$ cat config.mk
export PLATFORM = sky130hd
export DESIGN_NAME = uart_rx_framer
export DESIGN_NICKNAME = d
export VERILOG_FILES = /design/src/rtl/uart_framer_pkg.sv /design/src/rtl/uart_rx_framer_outreg.sv /design/src/rtl/uart_rx_framer.sv
export SDC_FILE = /design/constraint.sdc
export NUM_CORES = 1
export LEC_CHECK = 0
export BUFFER_PORTS_ARGS = -buffer_cell sky130_fd_sc_hd__buf_4
export CAP_MARGIN = 20
export CORE_MARGIN = 4
export CORE_UTILIZATION = 24
export CTS_BUF_LIST = sky130_fd_sc_hd__clkbuf_8
export DETAILED_ROUTE_END_ITERATION = 10
export RECOVER_POWER = 100
export SLEW_MARGIN = 10
export SYNTH_ARGS = -nofsm -noshare
export SYNTH_HDL_FRONTEND = slang
export SYNTH_SLANG_ARGS = --single-unit
$ cat constraint.sdc
create_clock -name clk -period 7.3 [get_ports clk]
set_input_delay 0.365 -clock clk [delete_from_list [all_inputs] [get_ports clk]]
set_output_delay 0.365 -clock clk [all_outputs]
set_load 0.1 [all_outputs]
$ cat src/rtl/uart_framer_pkg.sv
// uart_framer_pkg: shared constants and types for the uart_rx_framer slice.
// SOF byte, FSM state enum, err_code values, saturating counter helper.
package uart_framer_pkg;

  localparam logic [7:0] SOF = 8'h7E;

  typedef enum logic [1:0] {
    HUNT,
    LEN,
    PAYLOAD,
    CSUM
  } state_t;

  localparam logic [1:0] ERR_NONE    = 2'd0;
  localparam logic [1:0] ERR_CSUM    = 2'd1;
  localparam logic [1:0] ERR_LEN     = 2'd2;
  localparam logic [1:0] ERR_TIMEOUT = 2'd3;

  function automatic logic [15:0] sat_inc(input logic [15:0] v);
    return (v == 16'hFFFF) ? v : v + 16'd1;
  endfunction

endpackage

$ cat src/rtl/uart_rx_framer_outreg.sv
// uart_rx_framer_outreg: one-deep valid/ready byte register with
// first/last sideband; load may coincide with a drain.
module uart_rx_framer_outreg (
  input  logic       clk,
  input  logic       rst_n,
  input  logic       load,
  input  logic [7:0] data,
  input  logic       first,
  input  logic       last,
  input  logic       out_ready,
  output logic       out_valid,
  output logic [7:0] out_data,
  output logic       out_first,
  output logic       out_last
);

  always_ff @(posedge clk or negedge rst_n) begin
    if (!rst_n) begin
      out_valid <= 1'b0;
      out_data  <= 8'h00;
      out_first <= 1'b0;
      out_last  <= 1'b0;
    end else if (load) begin
      out_valid <= 1'b1;
      out_data  <= data;
      out_first <= first;
      out_last  <= last;
    end else if (out_ready) begin
      out_valid <= 1'b0;
    end
  end

endmodule

$ cat src/rtl/uart_rx_framer.sv
// uart_rx_framer: SOF/LEN/payload/CSUM deframer behind a uartx2 rx port.
// Optional inter-byte timeout enabled by UART_RX_FRAMER_TIMEOUT_EN.
module uart_rx_framer
  import uart_framer_pkg::*;
#(
  parameter int          MAX_LEN        = 64,
  parameter logic [15:0] TIMEOUT_CYCLES = 16'd50000
) (
  input  logic        clk,
  input  logic        rst_n,
  input  logic        rx_valid,
  input  logic [7:0]  rxdata,
  output logic        read_rx,
  output logic        out_valid,
  output logic [7:0]  out_data,
  output logic        out_first,
  output logic        out_last,
  input  logic        out_ready,
  output logic        frame_done,
  output logic        frame_ok,
  output logic [1:0]  err_code,
  output logic [15:0] frames_ok,
  output logic [15:0] frames_bad
);

  localparam logic [7:0] MAX_B = 8'(MAX_LEN);

  state_t     state;
  logic [7:0] sum;
  logic [7:0] remaining;
  logic [7:0] csum_total;
  logic       first_pend;
  logic       can_pop;
  logic       load;
  logic       timeout_hit;

  // In PAYLOAD the register must be free by the time the popped byte lands.
  assign can_pop    = (state != PAYLOAD) || !out_valid || out_ready;
  assign load       = read_rx && (state == PAYLOAD);
  assign csum_total = sum + rxdata;

`ifdef UART_RX_FRAMER_TIMEOUT_EN
  logic [15:0] idle;
  logic        stalled;

  assign stalled     = out_valid && !out_ready;
  assign timeout_hit = (state != HUNT) && !read_rx && !stalled &&
                       (idle == TIMEOUT_CYCLES - 16'd1);

  always_ff @(posedge clk or negedge rst_n) begin
    if (!rst_n)
      idle <= 16'd0;
    else if (state == HUNT || read_rx || stalled || timeout_hit)
      idle <= 16'd0;
    else
      idle <= idle + 16'd1;
  end
`else
  assign timeout_hit = 1'b0 && (TIMEOUT_CYCLES != 16'd0);
`endif

  uart_rx_framer_outreg u_outreg (
    .clk       (clk),
    .rst_n     (rst_n),
    .load      (load),
    .data      (rxdata),
    .first     (first_pend),
    .last      (remaining == 8'd1),
    .out_ready (out_ready),
    .out_valid (out_valid),
    .out_data  (out_data),
    .out_first (out_first),
    .out_last  (out_last)
  );

  always_ff @(posedge clk or negedge rst_n) begin
    if (!rst_n) begin
      state      <= HUNT;
      read_rx    <= 1'b0;
      sum        <= 8'h00;
      remaining  <= 8'h00;
      first_pend <= 1'b0;
      frame_done <= 1'b0;
      frame_ok   <= 1'b0;
      err_code   <= ERR_NONE;
      frames_ok  <= 16'd0;
      frames_bad <= 16'd0;
    end else begin
      frame_done <= 1'b0;
      read_rx    <= rx_valid && !read_rx && can_pop;
      if (timeout_hit) begin
        state      <= HUNT;
        frame_done <= 1'b1;
        frame_ok   <= 1'b0;
        err_code   <= ERR_TIMEOUT;
        frames_bad <= sat_inc(frames_bad);
      end else if (read_rx) begin
        unique case (state)
          HUNT: begin
            if (rxdata == SOF) begin
              state <= LEN;
              sum   <= 8'h00;
            end
          end
          LEN: begin
            sum <= rxdata;
            if (rxdata == 8'h00) begin
              state <= CSUM;
            end else if (rxdata > MAX_B) begin
              state      <= HUNT;
              frame_done <= 1'b1;
              frame_ok   <= 1'b0;
              err_code   <= ERR_LEN;
              frames_bad <= sat_inc(frames_bad);
            end else begin
              remaining  <= rxdata;
              first_pend <= 1'b1;
              state      <= PAYLOAD;
            end
          end
          PAYLOAD: begin
            sum        <= csum_total;
            remaining  <= remaining - 8'd1;
            first_pend <= 1'b0;
            if (remaining == 8'd1) state <= CSUM;
          end
          CSUM: begin
            state      <= HUNT;
            frame_done <= 1'b1;
            if (csum_total == 8'h00) begin
              frame_ok  <= 1'b1;
              err_code  <= ERR_NONE;
              frames_ok <= sat_inc(frames_ok);
            end else begin
              frame_ok   <= 1'b0;
              err_code   <= ERR_CSUM;
              frames_bad <= sat_inc(frames_bad);
            end
          end
        endcase
      end
    end
  end

endmodule
-- Word level (Yosys, flattened, before mapping)
Cells that the tools add are included.
- bits in registers: 67
- latch bits: 0
- RAM bits: 0
- ROM bits: 0
- output and inout port bits: 48
- word-level logic and storage cells: 86
- memories: 0
- add/sub/neg operators: 4
- multipliers: 0
- divide/modulo/power cells: 0
- order comparisons: 1
- equal/unequal tests: 14
- shift-type cells: 0
- muxes and demuxes: 32
- bitwise operators: 1
- reductions and logical operators: 20
- operator list (kind ; count):
    two-way mux 16 bit ; 4
    adder 16 x 1 -> 16 bit, second input constant ; 2
    equality test 16 bit, second input constant ; 2
    one-hot mux 16 bit (2 select lines) ; 1
    two-way mux 8 bit ; 3
    one-hot mux 8 bit (3 select lines) ; 1
    logical NOT 8 bit ; 2
    one-hot mux 8 bit (2 select lines) ; 1
    two-way mux 2 bit ; 6
    inequality test 2 bit, second input constant ; 6
    AND reduction 4 bit ; 3
    two-way mux 1 bit ; 11
    adder 8 bit ; 1
    equality test 8 x 1 -> 1 bit, second input constant ; 1
    equality test 8 x 7 -> 1 bit, second input constant ; 1
    greater-than comparator 8 x 7 -> 1 bit, second input constant ; 1
    one-hot mux 2 bit (4 select lines) ; 1
    subtractor 8 x 1 -> 8 bit, second input constant ; 1
    one-hot mux 1 bit (2 select lines) ; 3
    AND reduction 3 bit ; 2
    nonzero test 2 bit ; 3
    AND reduction 5 bit ; 1
    equality test 2 bit, second input constant ; 2
    one-hot mux 2 bit (2 select lines) ; 1
    8 further kinds ; 12

-- Longest topological paths before layout
Gate-level depths: netlist of run 1.
- depth after elaboration: 5
- mapped depth: 10
- mapped depth without buffers: 9

-- Hierarchy
Synthesis of run 1 repeated with hierarchy kept, for this count alone.
- cell total of the unflattened synthesis: 363
- area total of the unflattened synthesis: 3671.0 sq um
- by module, submodules not included (module ; times used ; cells an instance ; area each (sq um) ; seq. area each (sq um)):
    uart_rx_framer ; 1 ; 339 ; 3225.6 ; 1401.3
    uart_rx_framer_outreg ; 1 ; 24 ; 445.4 ; 275.3

-- Worst setup path after synthesis of run 1
Ideal clock, no wire load.
- kind: register to register
- start: reg frames_ok[0]
- end: reg frames_ok[3]
- setup time: 0.160 ns
- data arrival time: 2.564 ns
- setup slack: 4.576 ns
- stages on the path, launching flop included: 10
- cells stage by stage: dfrtp_1 ha_1 nand2_1 nor2_1 a41o_1 or3_1 nor2_4 buf_6 nand4_1 xnor2_1
- longest elaborated chain between the ends: 3
- elaborated cells on any way between the ends: 4
- classes of those cells: add/sub (1); eq/ne (1); bitwise (1); reduce/logical (1)
- RTL lines (element ; line ; RTL):
    start: declaration ; uart_rx_framer.sv:22 ; output logic [15:0] frames_ok,
    start signal: assignment ; uart_rx_framer.sv:133 ; frames_ok <= sat_inc(frames_ok);
    branches (longest 3 deep; another with adder 16 x 1 -> 16 bit) ; -- ;
Several ways; the timed one is not identified.
A chain may end at the register's enable or synchronous reset.

-- Worst setup path after layout of run 1
- start: reg sum[0]
- end: reg frames_bad[13]
- longest elaborated chain between the ends: 4
- RTL lines (element ; line ; RTL):
    start: declaration ; uart_rx_framer.sv:29 ; logic [7:0] sum;
    start signal: assignment ; uart_rx_framer.sv:106 ; sum <= rxdata;
    start signal: assignment ; uart_rx_framer.sv:122 ; sum <= csum_total;
    adder 8 bit ; uart_rx_framer.sv:40 ; assign csum_total = sum + rxdata;
    logical NOT 8 bit ; uart_rx_framer.sv:130 ; if (csum_total == 8'h00) begin
    inequality test 2 bit (no line) ; -- ;
    AND reduction 5 bit (no line) ; -- ;
    end signal: assignment ; uart_rx_framer.sv:96 ; frames_bad <= sat_inc(frames_bad);
    end signal: assignment ; uart_rx_framer.sv:114 ; frames_bad <= sat_inc(frames_bad);
    end signal: assignment ; uart_rx_framer.sv:137 ; frames_bad <= sat_inc(frames_bad);
    end: declaration ; uart_rx_framer.sv:23 ; output logic [15:0] frames_bad
Every way passes these cells.

==> results_dict.tcl, run 1 <==
set metrics [dict create \
    syn-cell-area_um2 3739 \
    boundaryPins 60 \
    syn_nets 397 \
    layout_commonest_cell "dfrtp_1" \
    cpPeakStageDelay_ps 1630 \
    critPathKind "register to register" \
    cts_hold_buf 0 \
    finalHoldViolations 0 \
    skew_ps 12.04 \
    timing.critical_path.slowest_stage_cell "o21ai_0" \
    cp.required_ps 7530 \
    power_leakage_nw 1.708 \
    outcome "finished with violations" \
    avgRoutedWirePerCell_um 14.08 \
    setup_viol 0 \
    grt_pass1_vias 3037 \
    r2r_cells 9 \
    wirelength_mm 9.067 \
    whs_path_depth 2 \
    path_delay_family "compound AO/OA/AOI/OAI gates" \
    drtPass1Iterations 6 \
    place.port_buffers 59 \
    whs_ps 219.4 \
    antenna_found_initial 0 \
    nets 457 \
    slew_violations 104 \
    cts_tree "built" \
    synth.top_cell.area_share 0.4485 \
    crit_cells 9 \
    worst-path-buf-inv 0 \
    vias_per_cell 4.602 \
    cts_max_level 3 \
    cts_resized 0 \
    chipHeight_um 132.8 \
    finalCritPeriodShare 0.6063 \
    synth-seq-cells 67 \
    ys_seq_area_frac 0.4485 \
    die_w_um 132.8 \
    grt.total_usage 0.1090 \
    cts_inserted_buffers 9 \
    layout_min_cycle_time_ps 4426 \
    dp_hpwl_mm 6.506 \
    place_congestion 0.8390 \
    cap_violations 3 \
    avgSynthCellArea_um2 10.13 \
    die_area_um2 17640 \
    cts_setup_buffers 0 \
    place_area_um2 4370 \
    tightestPinTransition_ps 3677 \
    final_cell_mix "67 x dfrtp_1, 49 x clkbuf_1, 41 x nand2_1, 28 x o21ai_0, 22 x nor2_1" \
    grt_overflow 0 \
    cts.sinks 67 \
    peakVddDrop_mv 0.2624 \
    async_reset_ff_frac 1.000 \
    cts_max_path_buffers 2 \
    maxSlewHeadroom -1.451 \
    cts.reportedPaths.clkPinSlew_ps 80 \
    crit_arrival_ps 4650 \
    coreArea_um2 15260 \
    synth_flop_cell "dfrtp_1" \
    final.setup.tns_ps 0 \
    clk_latency_ps 350 \
    cp-start-kind "register" \
    initial_core_util 0.2450 \
    grt_pass1_wl_mm 15.72 \
    violations "max-capacitance violations, max-slew violations" \
    grt_max_degree 68 \
    rsz0062_at_grt "false" \
    synth_area_leaders "dfrtp_1 45%, ha_1 5.0%, xnor2_1 4.5%" \
    yosysUniqueCellTypes 63 \
    vias 2964 \
    cts_root_buf "clkbuf_8" \
    p_per_area_nw_per_um2 460.5 \
    antenna_cells 0 \
    fin_area_um2 4324 \
    num-fill-cells 1645 \
    syn_inst 369 \
    layout-drive-gt1-share 0.1109 \
    final_core_utilization 0.2834 \
    hold_path.class "primary input to register" \
    max_freq_mhz 226.0 \
    drt_iter0_drc 190 \
    crit_fanout 16 \
    syn2layout_area_growth_pct 15.66 \
    rows 45 \
    ys_warn_count 0 \
    drtAntennaViolNets 0 \
    drc 0 \
    synth_edf_count 0 \
    crit_chain "ha_1 -> fa_1 -> a211oi_1 -> or4b_1 -> nand4_1 -> or3b_2 -> o21ai_0 -> nor3_1 -> xor2_1" \
    crit_path_end_kind "register" \
    yosysTopAreaCell "dfrtp_1" \
]
[flip-flops by register name, indices dropped and copies added, names as in the netlist, named ones only]
name	cells
read_rx	1
remaining	8
frame_ok	1
frames_bad	16
u_outreg.out_data	8
err_code	2
state	1
sum	8
frame_done	1
u_outreg.out_first	1
frames_ok	16
first_pend	1
u_outreg.out_last	1
u_outreg.out_valid	1
[power breakdown]
part	internal (mW)	switching, mW
clock network	0.198	0.141
logic	0.222	0.834
registers	0.484	0.112
[through the flow]
step,power (mW),worst slack (ps),cells
5_1_grt,2.121,2540,644
4_1_cts,2.096,4313,644
2_1_floorplan,1.498,4576,369
6_report,1.991,2874,644
3_3_place_gp,1.721,4212,629
3_5_place_dp,1.746,4164,629
[worst paths after layout]
kind / start / to / slack [ps]
max: sum[0]$_DFFE_PN0P_ / frames_bad[13]$_DFFE_PN0P_ / 2870
min: out_ready / u_outreg.out_valid$_DFFE_PN0P_ / 220
max reg2reg: sum[0]$_DFFE_PN0P_ / frames_bad[13]$_DFFE_PN0P_ / 2870
min reg2reg: u_outreg.out_data[0]$_DFFE_PN0P_ / u_outreg.out_data[0]$_DFFE_PN0P_ / 480
max in group asynchronous: rst_n / remaining[1]$_DFFE_PN0P_ / 3950
min in group asynchronous: rst_n / frames_bad[9]$_DFFE_PN0P_ / 1260
[cells by family after synthesis]
logic type | share of synthesized area
AO/OA/AOI/OAI | 0.1516
XOR/XNOR | 0.07965
flip-flops | 0.4485
multiplexers | 0.02778
adder cells (fa/ha/maj) | 0.05556
buffers and inverters | 0.03815
AND/OR/NAND/NOR | 0.1988
[area by class of cell]
class	instances	area [um^2]	share of cell area
Multi-Input combinational cell	274	1842	0.4259
Sequential cell	67	1677	0.3877
Tap cell	211	264.0	0.06105
Timing Repair Buffer	59	259.0	0.05990
Clock buffer	10	137.6	0.03183
Clock inverter	5	77.57	0.01794
Inverter	18	67.56	0.01562
[cell usage after synthesis (11+ instances only)]
master    n
nand3_1  18
nand4_1  11
xnor2_1  19
xor2_1   15
nor2_1   21
ha_1     15
nor3_1   11
dfrtp_1  67
inv_1    18
nand2_1  41
a21oi_1  12
o21ai_0  26
[per-layer routing]
layer	wire length (um)	vias to the layer above	global-route usage
met2	4239	56	0.1685
met4	230	0	0.04792
met3	390	17	0.03232
met5	0	-	0
met1	4207	1448	0.1412
li1	-	1443	-
Power figures use the tool's default switching activity.
==> run 2: changes to the inputs <==
==> constraint.sdc (replaced) <==
create_clock -name clk -period 3.9 [get_ports clk]
set_input_delay 0.195 -clock clk [delete_from_list [all_inputs] [get_ports clk]]
set_output_delay 0.195 -clock clk [all_outputs]
set_load 0.1 [all_outputs]
==> run 2 against run 1 <==
Fmax increased by 42%. The run still ends with max-capacitance violations, max-slew violations left. Sequential share of layout area decreased by 0.21 points. Cell count is 0.31% higher. Cell area grew 0.55%. Critical path depth fell by 2. Total power grew 88%. Non-clock buffer count increased by 1.
==> results_dict.tcl, run 2 (synthesized netlist as in run 1, its figures left out) <==
set metrics [dict create \
    outcome "finished with violations" \
    violations "max-capacitance violations, max-slew violations" \
    final_core_utilization 0.2850 \
    cts.sinks 67 \
    cts_setup_buffers 0 \
    finalHoldViolations 0 \
    peakVddDrop_mv 0.4808 \
    drc 0 \
    final.setup.tns_ps 0 \
    num-fill-cells 1614 \
    final_cell_mix "67 x dfrtp_1, 48 x clkbuf_1, 42 x nand2_1, 28 x o21ai_0, 21 x nor2_1" \
    use_met1 0.1334 \
    whs_ps 63.47 \
    grt_max_degree 68 \
    crit_chain "inv_1 -> ha_1 -> nor2_1 -> a311oi_2 -> nand2_1 -> o22ai_1 -> a21oi_1" \
    path_delay_family "compound AO/OA/AOI/OAI gates" \
    seq_area_um2 1677 \
    dp_hpwl_mm 6.544 \
    avgRoutedWirePerCell_um 14.15 \
    layout_min_cycle_time_ps 3126 \
    cts_tree "built" \
    grt.total_usage 0.1078 \
    place_congestion 0.8452 \
    place.port_buffers 59 \
    drtPass1Iterations 4 \
    whs_path_depth 2 \
    crit_path_end_kind "register" \
    cap_violations 1 \
    cts.reportedPaths.clkPinSlew_ps 70 \
    cts_root_buf "clkbuf_8" \
    cpPeakStageDelay_ps 980 \
    nets 458 \
    antenna_cells 0 \
    chipHeight_um 132.8 \
    die_area_um2 17640 \
    use_met3 0.03194 \
    antenna_found_initial 0 \
    multi_input_area_um2 1843 \
    maxSlewHeadroom -0.1264 \
    power_leakage_nw 1.714 \
    syn2layout_area_growth_pct 16.30 \
    crit_arrival_ps 3310 \
    finalCritPeriodShare 0.8015 \
    setup_viol 0 \
    grt_pass1_wl_mm 15.57 \
    vias_per_cell 4.636 \
    largestRegisters "frames_bad: 16 flops, frames_ok: 16 flops" \
    max_freq_mhz 319.9 \
    coreArea_um2 15260 \
    timing.critical_path.slowest_stage_cell "a311oi_2" \
    hold_path.class "primary input to register" \
    tightestPinTransition_ps 1690 \
    grt_busiest_layer "met2" \
    drtAntennaViolNets 0 \
    initial_core_util 0.2450 \
    boundaryPins 60 \
    slew_violations 68 \
    cp-start-kind "register" \
    vias 2995 \
    clk_latency_ps 350 \
    r2r-start "state[0]$_DFFE_PN0P_" \
    skew_ps 10.87 \
    layout-drive-gt1-share 0.1126 \
    die_w_um 132.8 \
    crit_cells 7 \
    grt_overflow 0 \
    worst-path-buf-inv 1 \
    drt_iter0_drc 138 \
    rsz0062_at_grt "false" \
    groute.layer.met2.usage 0.1752 \
    layout_commonest_cell "dfrtp_1" \
    crit_fanout 18 \
    startpoint "state[0]$_DFFE_PN0P_" \
    cp.required_ps 4080 \
    rows 45 \
    hp-start "out_ready" \
    wirelength_mm 9.144 \
    cts_inserted_buffers 9 \
    p_per_area_nw_per_um2 859.8 \
    cts_max_level 3 \
    critPathKind "register to register" \
    grt_pass1_vias 3092 \
    cts_max_path_buffers 2 \
    r2r_cells 7 \
]
## run 2: area by class of cell
class                           count  area share
Tap cell                          211     0.06072
Inverter                           18     0.01554
Clock buffer                       10     0.03165
Sequential cell                    67      0.3856
Timing Repair Buffer               60     0.06216
Clock inverter                      6     0.02043
Multi-Input combinational cell    274      0.4239
## run 2: repair_timing
action,CTS,global route
hold buffers,1,0
endpoints found under the hold margin,60,0
gates resized for setup,0,0
endpoints found under the setup margin,0,0
## run 2: power breakdown
| group | total [mW] | internal, mW | switching [mW] |
|---|---|---|---|
| registers | 1.11 | 0.905 | 0.209 |
| clock network | 0.654 | 0.377 | 0.277 |
| logic | 1.97 | 0.411 | 1.56 |
## run 2: worst paths after layout
| path | end | slack, ps |
|---|---|---|
| setup / recovery | remaining[4]$_DFFE_PN0P_ | 770 |
| hold / removal | u_outreg.out_valid$_DFFE_PN0P_ | 60 |
| setup reg to reg | remaining[4]$_DFFE_PN0P_ | 770 |
| hold reg to reg | u_outreg.out_first$_DFFE_PN0P_ | 480 |
| max in group asynchronous | read_rx$_DFF_PN0_ | 2060 |
| min in group asynchronous | frames_bad[9]$_DFFE_PN0P_ | 800 |
## run 2: through the flow
step	worst slack, ps	total power [mW]	cell area [um^2]	std cells
4_1_cts	899.1	3.939	4607	646
3_5_place_dp	898.1	3.267	4370	629
3_3_place_gp	977.2	3.224	4370	629
5_1_grt	518.0	3.966	4348	646
6_report	774.2	3.738	4348	646
2_1_floorplan	1176	2.805	3739	369
## run 2: layer usage
| layer | wire length [um] | vias up | share of wire |
|---|---|---|---|
| li1 | - | 1445 | - |
| met1 | 4168 | 1474 | 0.46 |
| met2 | 4387 | 62 | 0.48 |
| met3 | 360 | 14 | 0.039 |
| met4 | 228 | 0 | 0.025 |
| met5 | 0 | - | 0 |
